## config.mk

```make
export PLATFORM = sky130hd
export DESIGN_NAME = apb_cfg_regs
export DESIGN_NICKNAME = d
export VERILOG_FILES = /design/src/rtl/apb_cfg_regs.sv
export SDC_FILE = /design/constraint.sdc
export NUM_CORES = 1
export LEC_CHECK = 0
export BUFFER_PORTS_ARGS = -buffer_cell sky130_fd_sc_hd__buf_2
export CAP_MARGIN = 20
export CELL_PAD_IN_SITES_DETAIL_PLACEMENT = 0
export CELL_PAD_IN_SITES_GLOBAL_PLACEMENT = 1
export CORE_MARGIN = 1.5
export CORE_UTILIZATION = 31
export DETAILED_ROUTE_END_ITERATION = 6
export PLACE_DENSITY = 0.88
export SYNTH_ARGS = -nofsm -noshare
export SYNTH_HDL_FRONTEND = slang
export SYNTH_SLANG_ARGS = --single-unit
```

## constraint.sdc

```tcl
create_clock -name pclk -period 2.5 [get_ports pclk]
set_input_delay 0.25 -clock pclk [delete_from_list [all_inputs] [get_ports pclk]]
set_output_delay 0.25 -clock pclk [all_outputs]
set_load 0.01 [all_outputs]
```

## src/rtl/apb_cfg_regs.sv

```systemverilog
// APB slave holding the aligner's CTRL/STATUS/IRQEN/IRQ registers, with programmable
// wait states, pslverr on illegal accesses, and an interrupt output.
module apb_cfg_regs #(
  parameter int ADDR_WIDTH  = 16,
  parameter int DATA_WIDTH  = 32,
  parameter int WAIT_STATES = 1
) (
  input  logic                  pclk,
  input  logic                  preset,
  input  logic                  psel,
  input  logic                  penable,
  input  logic                  pwrite,
  input  logic [ADDR_WIDTH-1:0] paddr,
  input  logic [DATA_WIDTH-1:0] pwdata,
  output logic [DATA_WIDTH-1:0] prdata,
  output logic                  pready,
  output logic                  pslverr,
  output logic [2:0]            ctrl_size,
  output logic [1:0]            ctrl_offset,
  output logic                  ctrl_clr,
  input  logic                  drop_pulse,
  input  logic [3:0]            rx_lvl,
  input  logic [3:0]            tx_lvl,
  input  logic [4:0]            irq_events,
  output logic                  irq
);

  typedef enum logic [1:0] {IDLE, SETUP, ACCESS} state_t;

  state_t      state_q, state, next_state;
  logic [2:0]  cnt;
  logic [7:0]  cnt_drop;
  logic [4:0]  irqen, irq_reg, irq_clr;
  logic        is_ctrl, is_status, is_irqen, is_irq, mapped;
  logic        ctrl_legal, err, commit, wr_ok, clr_now;
  logic [2:0]  wsize;
  logic [1:0]  woff;
  logic [DATA_WIDTH-1:0] rdata;
  logic        unused_bits;

  assign unused_bits = ^{pwdata[DATA_WIDTH-1:17], pwdata[15:10], pwdata[7:5]};

  // SETUP is decoded from the bus in the same cycle so that ACCESS lines up with penable.
  always_comb begin
    state = state_q;
    if (state_q == IDLE && psel && !penable) state = SETUP;
    next_state = IDLE;
    case (state)
      SETUP:   next_state = ACCESS;
      ACCESS:  next_state = (pready || !psel) ? IDLE : ACCESS;
      default: next_state = IDLE;
    endcase
  end

  always_ff @(posedge pclk or posedge preset) begin
    if (preset) begin
      state_q <= IDLE;
      cnt     <= 3'd0;
    end else begin
      state_q <= next_state;
      if (state == SETUP) cnt <= 3'd0;
      else if (state == ACCESS && cnt < 3'(WAIT_STATES)) cnt <= cnt + 3'd1;
    end
  end

  assign pready = (state_q == ACCESS) && (cnt == 3'(WAIT_STATES));

  assign is_ctrl   = (paddr == ADDR_WIDTH'('h000));
  assign is_status = (paddr == ADDR_WIDTH'('h00C));
  assign is_irqen  = (paddr == ADDR_WIDTH'('h0F0));
  assign is_irq    = (paddr == ADDR_WIDTH'('h0F4));
  assign mapped    = is_ctrl | is_status | is_irqen | is_irq;

  // Only these SIZE/OFFSET pairs satisfy the alignment rules; SIZE=3 never does.
  assign wsize      = pwdata[2:0];
  assign woff       = pwdata[9:8];
  assign ctrl_legal = (wsize == 3'd1) ||
                      (wsize == 3'd2 && (woff == 2'd0 || woff == 2'd2)) ||
                      (wsize == 3'd4 && woff == 2'd0);

  assign err = (paddr[1:0] != 2'b00) || !mapped ||
               (pwrite && is_status) || (pwrite && is_ctrl && !ctrl_legal);

  assign commit  = psel && penable && pready;
  assign wr_ok   = commit && pwrite && !err;
  assign clr_now = wr_ok && is_ctrl && pwdata[16];
  assign irq_clr = (wr_ok && is_irq) ? pwdata[4:0] : 5'd0;

  always_comb begin
    rdata = '0;
    if (is_ctrl)   rdata = {22'd0, ctrl_offset, 5'd0, ctrl_size};
    if (is_status) rdata = {12'd0, tx_lvl, 4'd0, rx_lvl, cnt_drop};
    if (is_irqen)  rdata = {27'd0, irqen};
    if (is_irq)    rdata = {27'd0, irq_reg};
  end

  assign prdata  = (commit && !pwrite && !err) ? rdata : '0;
  assign pslverr = commit && err;

  // Register state; a CLR in the same cycle as a drop wins, an event wins over W1C.
  always_ff @(posedge pclk or posedge preset) begin
    if (preset) begin
      ctrl_size   <= 3'd1;
      ctrl_offset <= 2'd0;
      ctrl_clr    <= 1'b0;
      cnt_drop    <= 8'd0;
      irqen       <= 5'd0;
      irq_reg     <= 5'd0;
    end else begin
      ctrl_clr <= clr_now;
      if (wr_ok && is_ctrl) begin
        ctrl_size   <= wsize;
        ctrl_offset <= woff;
      end
      if (wr_ok && is_irqen) irqen <= pwdata[4:0];
      irq_reg <= (irq_reg & ~irq_clr) | irq_events;
      if (clr_now) cnt_drop <= 8'd0;
      else if (drop_pulse && cnt_drop != 8'hFF) cnt_drop <= cnt_drop + 8'd1;
    end
  end

  assign irq = |(irq_reg & irqen);

endmodule

```

== Yosys cells after proc, flatten, opt, wreduce, memory -nomap -nowiden ==
Cells that the tools add are included.
Storage, ports and cells
  memories: 0
  latch bits: 0
  register bits after elaboration: 29
  RAM bits: 0
  bits of input ports: 67
  memory bits (read-only): 0
Cells by class
  $lt $le $gt $ge: 1
  $mul: 0
  reductions and logical operators: 41
  add/sub/neg operators: 2
  divide/modulo/power cells: 0
  bitwise gates (word level): 7
  shift-type cells: 0
  multiplexer cells: 13
  equal/unequal tests: 12
Operators by type and width (number)
  $mux 32: 4
  $eq 16x8->1 const B: 2
  $logic_and 1x1->1: 21
  $eq 16x4->1 const B: 1
  $logic_not 16->1: 1
  $mux 8: 2
  $and 5x5->5: 2
  $mux 10: 1
  $add 8x1->8 const B: 1
  $ne 8x8->1 const B: 1
  $logic_or 1x1->1: 7
  $eq 2x2->1 const B: 3
  $eq 3x1->1 const B: 2
  $logic_not 1->1: 6
  $mux 3: 2
  $reduce_bool 2->1: 3
  $mux 5: 1
  $not 5->5: 1
  $or 5x5->5: 1
  $reduce_or 5->1: 1
  $logic_not 2->1: 2
  $mux 2: 2
  $pmux 2 s2: 1
  $add 3x1->3 const B: 1
  other kinds (5): 7

== Longest topological paths before layout ==
Gate-level depths: netlist of run 1.
  depth in word-level cells: 15
  gate-level depth with buffers: 8
  mapped depth without buffers: 7

== Least setup slack after synthesis of run 1 ==
Ideal clock, no wire load.
  path type: register to register
  start point: register cnt[1]
  end point: register ctrl_offset[0]
  arrival: 1.745 ns
  stages on the path, launching flop included: 8
  slack: 0.630 ns
  path through: dfrtp_1 > inv_1 > ha_1 > and3b_1 > nand4_1 > nand3b_4 > a21o_4 > mux2_4
Between the ends
  cells in the longest elaborated chain, start to end: 6
RTL lines
  start, declared: RTL line 31  | logic [2:0] cnt;
  start signal, assigned: RTL line 62  | else if (state == ACCESS && cnt < 3'(WAIT_STATES)) cnt <= cnt + 3'd1;
  $eq 3x1->1: RTL line 66  | assign pready = (state_q == ACCESS) && (cnt == 3'(WAIT_STATES));
  $logic_and 1x1->1: RTL line 66
  net pready: RTL line 16  | output logic pready,
  $logic_and 1x1->1: RTL line 84  | assign commit = psel && penable && pready;
  $logic_and 1x1->1 (2 in a row): RTL line 85  | assign wr_ok = commit && pwrite && !err;
  $logic_and 1x1->1: RTL line 111  | if (wr_ok && is_ctrl) begin
  end signal, assigned: RTL line 113  | ctrl_offset <= woff;
  end, declared: RTL line 19  | output logic [1:0] ctrl_offset,
The timed path passes the listed nets, and every way through them passes these cells.
A chain may end at the register's enable or synchronous reset.

== Worst setup path after layout of run 1 ==
  start point: register cnt[1]
  end point: output port prdata[1]
Between the ends
  cells in the longest elaborated chain, start to end: 6
RTL lines
  $eq 3x1->1: RTL line 66
  $logic_and 1x1->1: RTL line 66
  $logic_and 1x1->1: RTL line 84
  $logic_and 1x1->1 (2 in a row): RTL line 97  | assign prdata = (commit && !pwrite && !err) ? rdata : '0;
  $mux 32: RTL line 97
  end, declared: RTL line 15  | output logic [DATA_WIDTH-1:0] prdata,
Every way passes these cells.

==> run_results.csv, run 1 <==
group,metric,value,unit
status,outcome,"finished, final reports clean",
placement,dp_hpwl,3659,um
worst_setup_path,crit_slowest_cell,"dfrtp_1",
sta,drv_slew,0,
clock_network,numCtsBuffers,3,
clock_network,ctsRootBufferMaster,"clkbuf_8",
cells_and_area,drive_gt1_frac,0.3460,
cells_and_area,n_fill_cell,621,
detailed_routing,totalWireLength,4566,um
detailed_routing,vias,1667,
die,start_util,0.3204,
power_and_ir_drop,ir_drop,219.5,uV
clock_network,insertion_delay,0.27,ns
cells_and_area,finalNonFillerCells,338,
clock_network,hold_buffers,0,
yosys,postSynthCellCount,195,
run,maxCapViolCount,0,
placement,post-place-cells,334,
cells_and_area,largest_reg_flops,8,
global_routing,antenna_found_initial,0,
global_routing,grt_pass1_vias,1460,
cells_and_area,syn_to_final_growth,23.03,%
global_routing,grt_max_degree,29,
worst_setup_path,critPathCaptureType,"output pin",
clock_network,cts.repair.resized,0,
die,rows,28,
yosys,ys_warn_count,0,
detailed_routing,wire_per_inst,13.51,um
sta,hold_violations,0,
sta,setup_tns,0,ns
die,dieHeight,80.99,um
cells_and_area,diodes,0,
worst_setup_path,slowest_delay,0.39,ns
yosys,syn_area,1886,um2
sta,fin_crit_sh,0.9163,
clock_network,cts_tree,"done",
sta,setup_viol,0,
cells_and_area,nets,334,
yosys,ys_seq_elements,28,
die,io_pins,108,
sta,rsz0062_at_grt,"no",
yosys,synth-seq-area-share,0.3723,
global_routing,grt_pass1_wl,7051,um
sta,holdWs,0.01334,ns
sta,max_freq,0.4365,GHz
global_routing,grt_usage,0.1414,
power_and_ir_drop,total_power,1.261,mW
placement,routabilityCongestion,0.8079,
sta,layout_min_cycle_time,2.291,ns
cells_and_area,final_common_cell,"buf_2",
die,core,5886,um2
yosys,yosysUniqueCellTypes,45,
hold_path,hp-class,"input port to asynchronous set/reset pin",
yosys,synth_flop_cell,"dfrtp_1",
worst_setup_path,rrSetupSlack,0.44,ns
power_and_ir_drop,p_leak,1.207,nW
die,dieArea,6559,um2
detailed_routing,drt_iter0_drc,99,
sta,fin_skew,0.002606,ns
worst_setup_path,path_cells,"inv_1, ha_1, and3b_1, nand3_1, nor2_2, and2_1, o211a_1, buf_2",
yosys,synth_enable_flop_cells,0,
die,die_width,80.99,um
clock_network,clockBufferDepth,2,
detailed_routing,drt_pass1_iterations,6,
yosys,async_flop_share,1.000,
global_routing,gr-total-overflow,0,
clock_network,cts.sinks,28,
clock_network,htree_levels,1,
detailed_routing,drt-vias-per-instance,4.932,
cells_and_area,final_cell_mix,"buf_2 (67), dfrtp_1 (27), nor2_1 (21)",
detailed_routing,antenna_left,0,
clock_network,clkTransAtPathRegs,0.10,ns
worst_setup_path,critPathRequiredTime,2.25,ns
worst_setup_path,critPathKind,"flop to output pin",
placement,portBuffers,67,
clock_network,cts_setup_buffers,0,
yosys,syn_avg_cell_area,9.670,um2
worst_setup_path,start_kind,"flop",
detailed_routing,post-route-drc-count,0,
worst_setup_path,worstPathMaxFanout,5,
worst_setup_path,crit_arrival,2.04,ns
power_and_ir_drop,power_density,543.8,nW/um2
==> layer usage <==
layer / GRT usage / vias to the layer above / share of wire
met2: 0.2308 / 66 / 0.45
met5: 0 / - / 0
met1: 0.1871 / 781 / 0.45
li1: - / 814 / -
met4: 0.04828 / 0 / 0.014
met3: 0.02697 / 6 / 0.085
==> power by group <==
group	total [mW]	switching, mW	internal (mW)
sequential	0.623	0.0926	0.531
clock	0.357	0.142	0.214
combinational	0.282	0.156	0.125
==> logic make-up (layout without fill, tap and decap cells) <==
family          after synthesis  count (layout)  synth area share
compound gates               33              33            0.1327
xor+xnor                      5               5           0.02323
fa+ha+maj                     3               3           0.01991
buf+inv                      29              82           0.09423
flops                        28              28            0.3723
mux                          14              14           0.09091
other cells                   1              16          0.001989
simple gates                 82              82            0.2648
==> through the flow <==
stage	worst slack (ns)	area [um2]	utilization
finish	0.2092	2320	0.3941
floorplan	0.6297	1942	-
global placement	0.4033	2246	0.3816
detailed placement	0.3762	2246	0.3816
CTS	0.06437	2317	0.3937
global route	0.05806	2320	0.3941
==> cell usage after synthesis (2+ instances only) <==
cell type	count	area share
dfrtp_1	27	0.36
nor2_1	22	0.044
buf_4	18	0.072
nand2_1	14	0.028
and3_1	11	0.036
a21oi_1	9	0.024
inv_1	8	0.016
a21o_1	6	0.024
nand3_1	6	0.016
mux2_1	5	0.030
mux2_4	5	0.040
mux2i_1	4	0.021
nand4_1	4	0.013
a222oi_1	3	0.016
and2_1	3	0.010
and4_1	3	0.014
ha_1	3	0.020
nor3_1	3	0.0080
o211a_1	3	0.016
o21ai_0	3	0.0080
o22ai_1	3	0.010
xor2_1	3	0.014
a32oi_1	2	0.0093
clkbuf_1	2	0.0040
nor3_2	2	0.011
nor4_1	2	0.0066
nor4_4	2	0.023
xnor2_1	2	0.0093
==> worst max-delay path: cells and delay by family (launching register included) <==
family | cells | cell delay [ns]
simple gates | 4 | 0.82
buf+inv | 2 | 0.25
compound gates | 1 | 0.18
flops | 1 | 0.39
fa+ha+maj | 1 | 0.15
==> layout make-up <==
class / instances / area, um2 / area share
Clock buffer: 3 / 41.29 / 0.01780
Clock inverter: 1 / 30.03 / 0.01295
Inverter: 8 / 30.03 / 0.01295
Multi-Input combinational cell: 153 / 1065 / 0.4590
Sequential cell: 28 / 701.9 / 0.3026
Tap cell: 75 / 93.84 / 0.04045
Timing Repair Buffer: 70 / 357.8 / 0.1543
==> path summary, 6_finish.rpt <==
check | startpoint | cells past startpoint | endpoint
setup / recovery | cnt[1] | 8 | prdata[1]
hold / removal | preset | 3 | cnt_drop[7]
setup reg to reg | cnt[1] | 6 | irqen[1]
hold reg to reg | irqen[2] | 1 | irqen[2]
max in group asynchronous | preset | 3 | ctrl_size[0]
min in group pclk | irq_events[4] | 2 | irq_reg[4]
Power figures use the tool's default switching activity.
==> run 2, diff against run 1 <==
--- a/config.mk
+++ b/config.mk
@@ -13,6 +13,7 @@
 export CORE_UTILIZATION = 31
 export DETAILED_ROUTE_END_ITERATION = 6
 export PLACE_DENSITY = 0.88
+export REMOVE_ABC_BUFFERS = 1
 export SYNTH_ARGS = -nofsm -noshare
 export SYNTH_HDL_FRONTEND = slang
 export SYNTH_SLANG_ARGS = --single-unit
==> run 2 against run 1 <==
Net effect: combinational power is 4% higher; worst hold slack better by 0.012 ns; register-to-register slack hardly changed; first-iteration DRC count is 3.0% lower; count of clock-buffer cells in the layout is 1 higher; total power is 8.0% lower; critical endpoint unchanged; largest power group unchanged; highest routed layer unchanged.
==> run_results.csv, run 2 (synthesis gave the netlist of run 1 again) <==
group,metric,value,unit
status,outcome,"finished, final reports clean",
sta,fin_skew,0.006388,ns
worst_setup_path,worstPathMaxFanout,12,
global_routing,gr-total-overflow,0,
global_routing,grt_pass1_vias,1562,
global_routing,grt_max_degree,29,
global_routing,grt_usage,0.1443,
worst_setup_path,critPathRequiredTime,2.25,ns
sta,rsz0062_at_grt,"no",
die,start_util,0.3204,
cells_and_area,final_cell_mix,"buf_2 (67), dfrtp_1 (27), nor2_1 (22)",
detailed_routing,antenna_left,0,
clock_network,ctsRootBufferMaster,"clkbuf_8",
sta,holdWs,0.02550,ns
worst_setup_path,critPathKind,"flop to output pin",
cells_and_area,drive_gt1_frac,0.3384,
sta,max_freq,0.4314,GHz
sta,drv_slew,0,
die,core,5886,um2
clock_network,cts_setup_buffers,0,
clock_network,insertion_delay,0.27,ns
cells_and_area,nets,334,
detailed_routing,drt_pass1_iterations,6,
detailed_routing,post-route-drc-count,0,
detailed_routing,vias,1669,
global_routing,grt_pass1_wl,7251,um
worst_setup_path,worstRegToRegCells,6,
die,dieArea,6559,um2
sta,layout_min_cycle_time,2.318,ns
placement,routabilityCongestion,0.8026,
placement,place_area,2246,um2
cells_and_area,fin_area,2291,um2
power_and_ir_drop,total_power,1.160,mW
clock_network,hold_buffers,0,
global_routing,antenna_found_initial,0,
cells_and_area,fin_util,0.3892,
hold_path,hp-class,"input port to asynchronous set/reset pin",
cells_and_area,diodes,0,
detailed_routing,drt_iter0_drc,96,
clock_network,cts.repair.resized,0,
sta,fin_crit_sh,0.9273,
clock_network,clkTransAtPathRegs,0.09,ns
sta,setup_tns,0,ns
worst_setup_path,crit_arrival,2.07,ns
clock_network,cts.sinks,28,
worst_setup_path,critPathCaptureType,"output pin",
sta,hold_violations,0,
placement,dp_hpwl,3654,um
detailed_routing,drt-vias-per-instance,4.938,
detailed_routing,totalWireLength,4550,um
detailed_routing,wire_per_inst,13.46,um
power_and_ir_drop,p_leak,1.194,nW
cells_and_area,largest_reg_flops,8,
die,io_pins,108,
run,maxCapViolCount,0,
clock_network,clockBufferDepth,2,
clock_network,numCtsBuffers,3,
placement,portBuffers,67,
cells_and_area,syn_to_final_growth,21.50,%
die,rows,28,
worst_setup_path,start_kind,"flop",
clock_network,cts_tree,"done",
cells_and_area,final_common_cell,"buf_2",
clock_network,htree_levels,1,
sta,setup_viol,0,
power_and_ir_drop,power_density,506.3,nW/um2
die,die_width,80.99,um
power_and_ir_drop,ir_drop,186.6,uV
die,dieHeight,80.99,um
[run 2: critical path, cell delays in order, from the launching register on]
cell     delay (ns)
dfrtp_1        0.39
inv_1          0.11
ha_1           0.15
and3b_1        0.22
nand3_1        0.12
nor2_1         0.11
buf_4          0.18
and2_1         0.22
o211a_1        0.18
buf_2          0.13
[run 2: cell type report]
type | count | area, um2
sequential | 28 | 701.9
clock buffer | 4 | 45.04
tap | 75 | 93.84
multi-input combinational | 153 | 1062
fill | 636 | 3595
inverter | 8 | 30.03
timing repair buffer | 70 | 357.8
[run 2: path summary, 6_finish.rpt]
check,startpoint,end,slack [ns]
max,cnt[1],prdata[1],0.18
min,preset,irq_reg[4],0.03
max reg2reg,cnt[1],irqen[1],0.44
min reg2reg,irq_reg[2],irq_reg[2],0.52
max in group asynchronous,preset,ctrl_size[0],2.16
min in group pclk,irq_events[0],irq_reg[0],0.15
[run 2: through the flow]
| stage | std cells | worst slack [ns] |
|---|---|---|
| after floorplan | 189 | 0.5816 |
| after global placement | 334 | 0.4364 |
| after detailed placement | 334 | 0.4430 |
| after CTS | 338 | 0.1948 |
| after global routing | 338 | 0.02910 |
| final | 338 | 0.1818 |
[run 2: per-layer routing]
metal | wire (um) | up-vias | GRT usage
met4 | 34 | 0 | 0.04138
met1 | 2011 | 783 | 0.1864
li1 | - | 808 | -
met3 | 336 | 2 | 0.01798
met5 | 0 | - | 0
met2 | 2168 | 76 | 0.2517
[run 2: power by group]
part	switching (mW)	internal [mW]
registers	0.0919	0.531
clock network	0.131	0.114
logic	0.165	0.127
total	0.388	0.772
==> run 3, diff against run 2 <==
--- a/config.mk
+++ b/config.mk
@@ -10,9 +10,9 @@
 export CELL_PAD_IN_SITES_DETAIL_PLACEMENT = 0
 export CELL_PAD_IN_SITES_GLOBAL_PLACEMENT = 1
 export CORE_MARGIN = 1.5
-export CORE_UTILIZATION = 31
+export CORE_UTILIZATION = 28
 export DETAILED_ROUTE_END_ITERATION = 6
-export PLACE_DENSITY = 0.88
+export PLACE_DENSITY = 0.85
 export REMOVE_ABC_BUFFERS = 1
 export SYNTH_ARGS = -nofsm -noshare
 export SYNTH_HDL_FRONTEND = slang
==> constraint.sdc (replaced) <==
create_clock -name pclk -period 1.96 [get_ports pclk]
set_input_delay 0.196 -clock pclk [delete_from_list [all_inputs] [get_ports pclk]]
set_output_delay 0.196 -clock pclk [all_outputs]
set_load 0.01 [all_outputs]
==> run 3 against run 2 <==
Net effect: the run now ends with design-rule violations, negative setup slack left; sequential share of layout area fell by 2.7 points; critical path depth decreased by 1; count of clock-buffer cells in the layout unchanged; worst hold slack better by 0.062 ns; final cell count is 5.6% higher; clock power increased by 32%; register-to-register slack worse by 0.47 ns; global-route usage is 0.52 points lower.
==> run_results.csv, run 3 (synthesis gave the netlist of run 1 again) <==
group,metric,value,unit
worst_setup_path,crit_arrival,1.81,ns
clock_network,clkTransAtPathRegs,0.09,ns
worst_setup_path,critPathRequiredTime,1.76,ns
status,outcome,"finished with violations",
power_and_ir_drop,p_sw,0.5352,mW
power_and_ir_drop,p_leak,1.283,nW
cells_and_area,fin_util,0.3916,
worst_setup_path,critPathBufInv,2,
hold_path,hp-class,"input port to flop",
worst_setup_path,slowest_delay,0.40,ns
sta,slew_headroom,0.6603,
sta,setup_viol,16,
global_routing,gr-total-overflow,0,
power_and_ir_drop,total_power,1.587,mW
cells_and_area,largest_reg_flops,8,
detailed_routing,post-route-drc-count,11,
sta,drv_slew,0,
worst_setup_path,worstPathMaxFanout,4,
detailed_routing,drt_iter0_drc,112,
worst_setup_path,critPathCaptureType,"output pin",
placement,routabilityCongestion,0.8347,
run,maxCapViolCount,0,
sta,fin_skew,0.003863,ns
cells_and_area,final_common_cell,"buf_2",
worst_setup_path,critPathKind,"flop to output pin",
sta,rsz0062_at_grt,"yes",
worst_setup_path,reg2reg_to,"irqen[1]",
detailed_routing,vias,1714,
hold_path,hold_start,"irq_events[0]",
worst_setup_path,cpLargestDelayFamily,"simple AND/OR/NAND/NOR gates",
cells_and_area,syn_to_final_growth,33.38,%
placement,dp_hpwl,3852,um
worst_setup_path,start_kind,"flop",
detailed_routing,antenna_left,0,
cells_and_area,final_cell_mix,"buf_2 (67), dfrtp_1 (27), nor2_1 (19)",
power_and_ir_drop,comb_power_share,0.297,
clock_network,ctsRootBufferMaster,"clkbuf_8",
hold_path,holdPathEnd,"irq_reg[0]",
power_and_ir_drop,power_density,631.1,nW/um2
global_routing,grt_pass1_wl,7976,um
worst_setup_path,worstRegToRegCells,8,
global_routing,grt_max_degree,29,
power_and_ir_drop,intPower,1.052,mW
sta,hold_violations,0,
power_and_ir_drop,netSwitchingFraction,0.3372,
clock_network,insertion_delay,0.27,ns
status,failed_checks,"design-rule violations, negative setup slack",
clock_network,htree_levels,1,
cells_and_area,drive_gt1_frac,0.4286,
power_and_ir_drop,p_clk_frac,0.204,
die,rows,29,
power_and_ir_drop,p_seq_frac,0.499,
detailed_routing,totalWireLength,4984,um
worst_setup_path,path_cells,"inv_2, ha_4, and3b_2, nand3_4, nor2_4, and2_4, o211a_1, buf_2",
sta,worst_slack,-0.04533,ns
detailed_routing,wire_per_inst,13.96,um
sta,fin_crit_sh,1.023,
power_and_ir_drop,ir_drop,261.0,uV
sta,layout_min_cycle_time,2.005,ns
global_routing,grt_pass1_vias,1626,
worst_setup_path,rrSetupSlack,-0.03,ns
die,dieHeight,85.06,um
detailed_routing,drt-vias-per-instance,4.801,
sta,max_freq,0.4987,GHz
worst_setup_path,reg2reg_from,"cnt[1]",
die,core,6422,um2
global_routing,antenna_found_initial,0,
worst_setup_path,crit_slowest_cell,"dfrtp_1",
placement,portBuffers,67,
clock_network,numCtsBuffers,3,
clock_network,cts.sinks,28,
clock_network,cts_tree,"done",
die,start_util,0.2936,
die,die_width,85.06,um
sta,worst_pin_slew,0.5053,ns
die,io_pins,108,
die,dieArea,7235,um2
cells_and_area,diodes,0,
cells_and_area,nets,351,
hold_path,whs_path_depth,2,
global_routing,grt_usage,0.1392,
clock_network,clockBufferDepth,2,
detailed_routing,drt_pass1_iterations,7,
run 3: cell types whose count changed in the layout (fill, tap and decap cells not counted), sizes merged:
cell,change
buf,+16
dlygate4sd3,+1
run 3: through the flow:
stage	setup TNS [ns]	worst slack, ns	instances	area (um2)	hold WS [ns]
6_report	-0.3642	-0.04533	357	2515	0.08728
2_1_floorplan	0	0.08967	189	1794	0.2607
3_5_place_dp	-0.2494	-0.03832	346	2336	0.2855
3_3_place_gp	0	0.03673	346	2336	0.2811
4_1_cts	-0.9582	-0.08008	355	2470	0.08236
5_1_grt	-3.940	-0.1487	357	2515	0.08178
run 3: worst register-to-register path: stages, from the launching register on:
cell and delay, ns:
dfrtp_1 0.40, inv_2 0.08, ha_4 0.12, and3b_2 0.23, nand4_1 0.23, buf_4 0.22
nor3_2 0.10, buf_4 0.19, mux2_4 0.31
run 3: final cells by class:
type | count | area, um2
Clock buffer | 4 | 45.04
Multi-Input combinational cell | 153 | 1134
Sequential cell | 28 | 701.9
Tap cell | 77 | 96.34
Inverter | 8 | 30.03
Fill cell | 652 | 3908
Timing Repair Buffer | 87 | 508.0
run 3: power by group through the flow:
stage / clock network, mW / registers [mW] / logic, mW
floorplan: 0 / 0.771 / 0.251
global placement: 0 / 0.790 / 0.405
detailed placement: 0 / 0.795 / 0.419
CTS: 0.335 / 0.790 / 0.466
global route: 0.364 / 0.810 / 0.547
finish: 0.324 / 0.792 / 0.471
run 3: timing repair:
item / 4_1_cts / 5_1_grt
pin swaps: 4 / 3
hold buffers: 1 / 0
endpoints found under the setup margin: 25 / 40
setup buffers: 4 / 2
hold endpoints to repair: 27 / 0
resized for setup: 13 / 7
run 3: worst max-delay path by stage:
| stage | start | end | cells after the start |
|---|---|---|---|
| 2_1_floorplan | cnt[1] | ctrl_offset[0] | 7 |
| 3_3_place_gp | cnt[1] | irq_reg[1] | 8 |
| 3_5_place_dp | cnt[1] | irq_reg[1] | 8 |
| 4_1_cts | cnt[1] | prdata[1] | 8 |
| 5_1_grt | cnt[1] | prdata[2] | 8 |
| 6_report | cnt[1] | prdata[1] | 8 |
run 3: layer usage:
layer | part of all wire | track usage | vias up
li1 | - | - | 844
met1 | 0.46 | 0.1950 | 798
met2 | 0.46 | 0.2294 | 67
met3 | 0.064 | 0.01751 | 5
met4 | 0.0092 | 0.03130 | 0
met5 | 0 | 0 | -
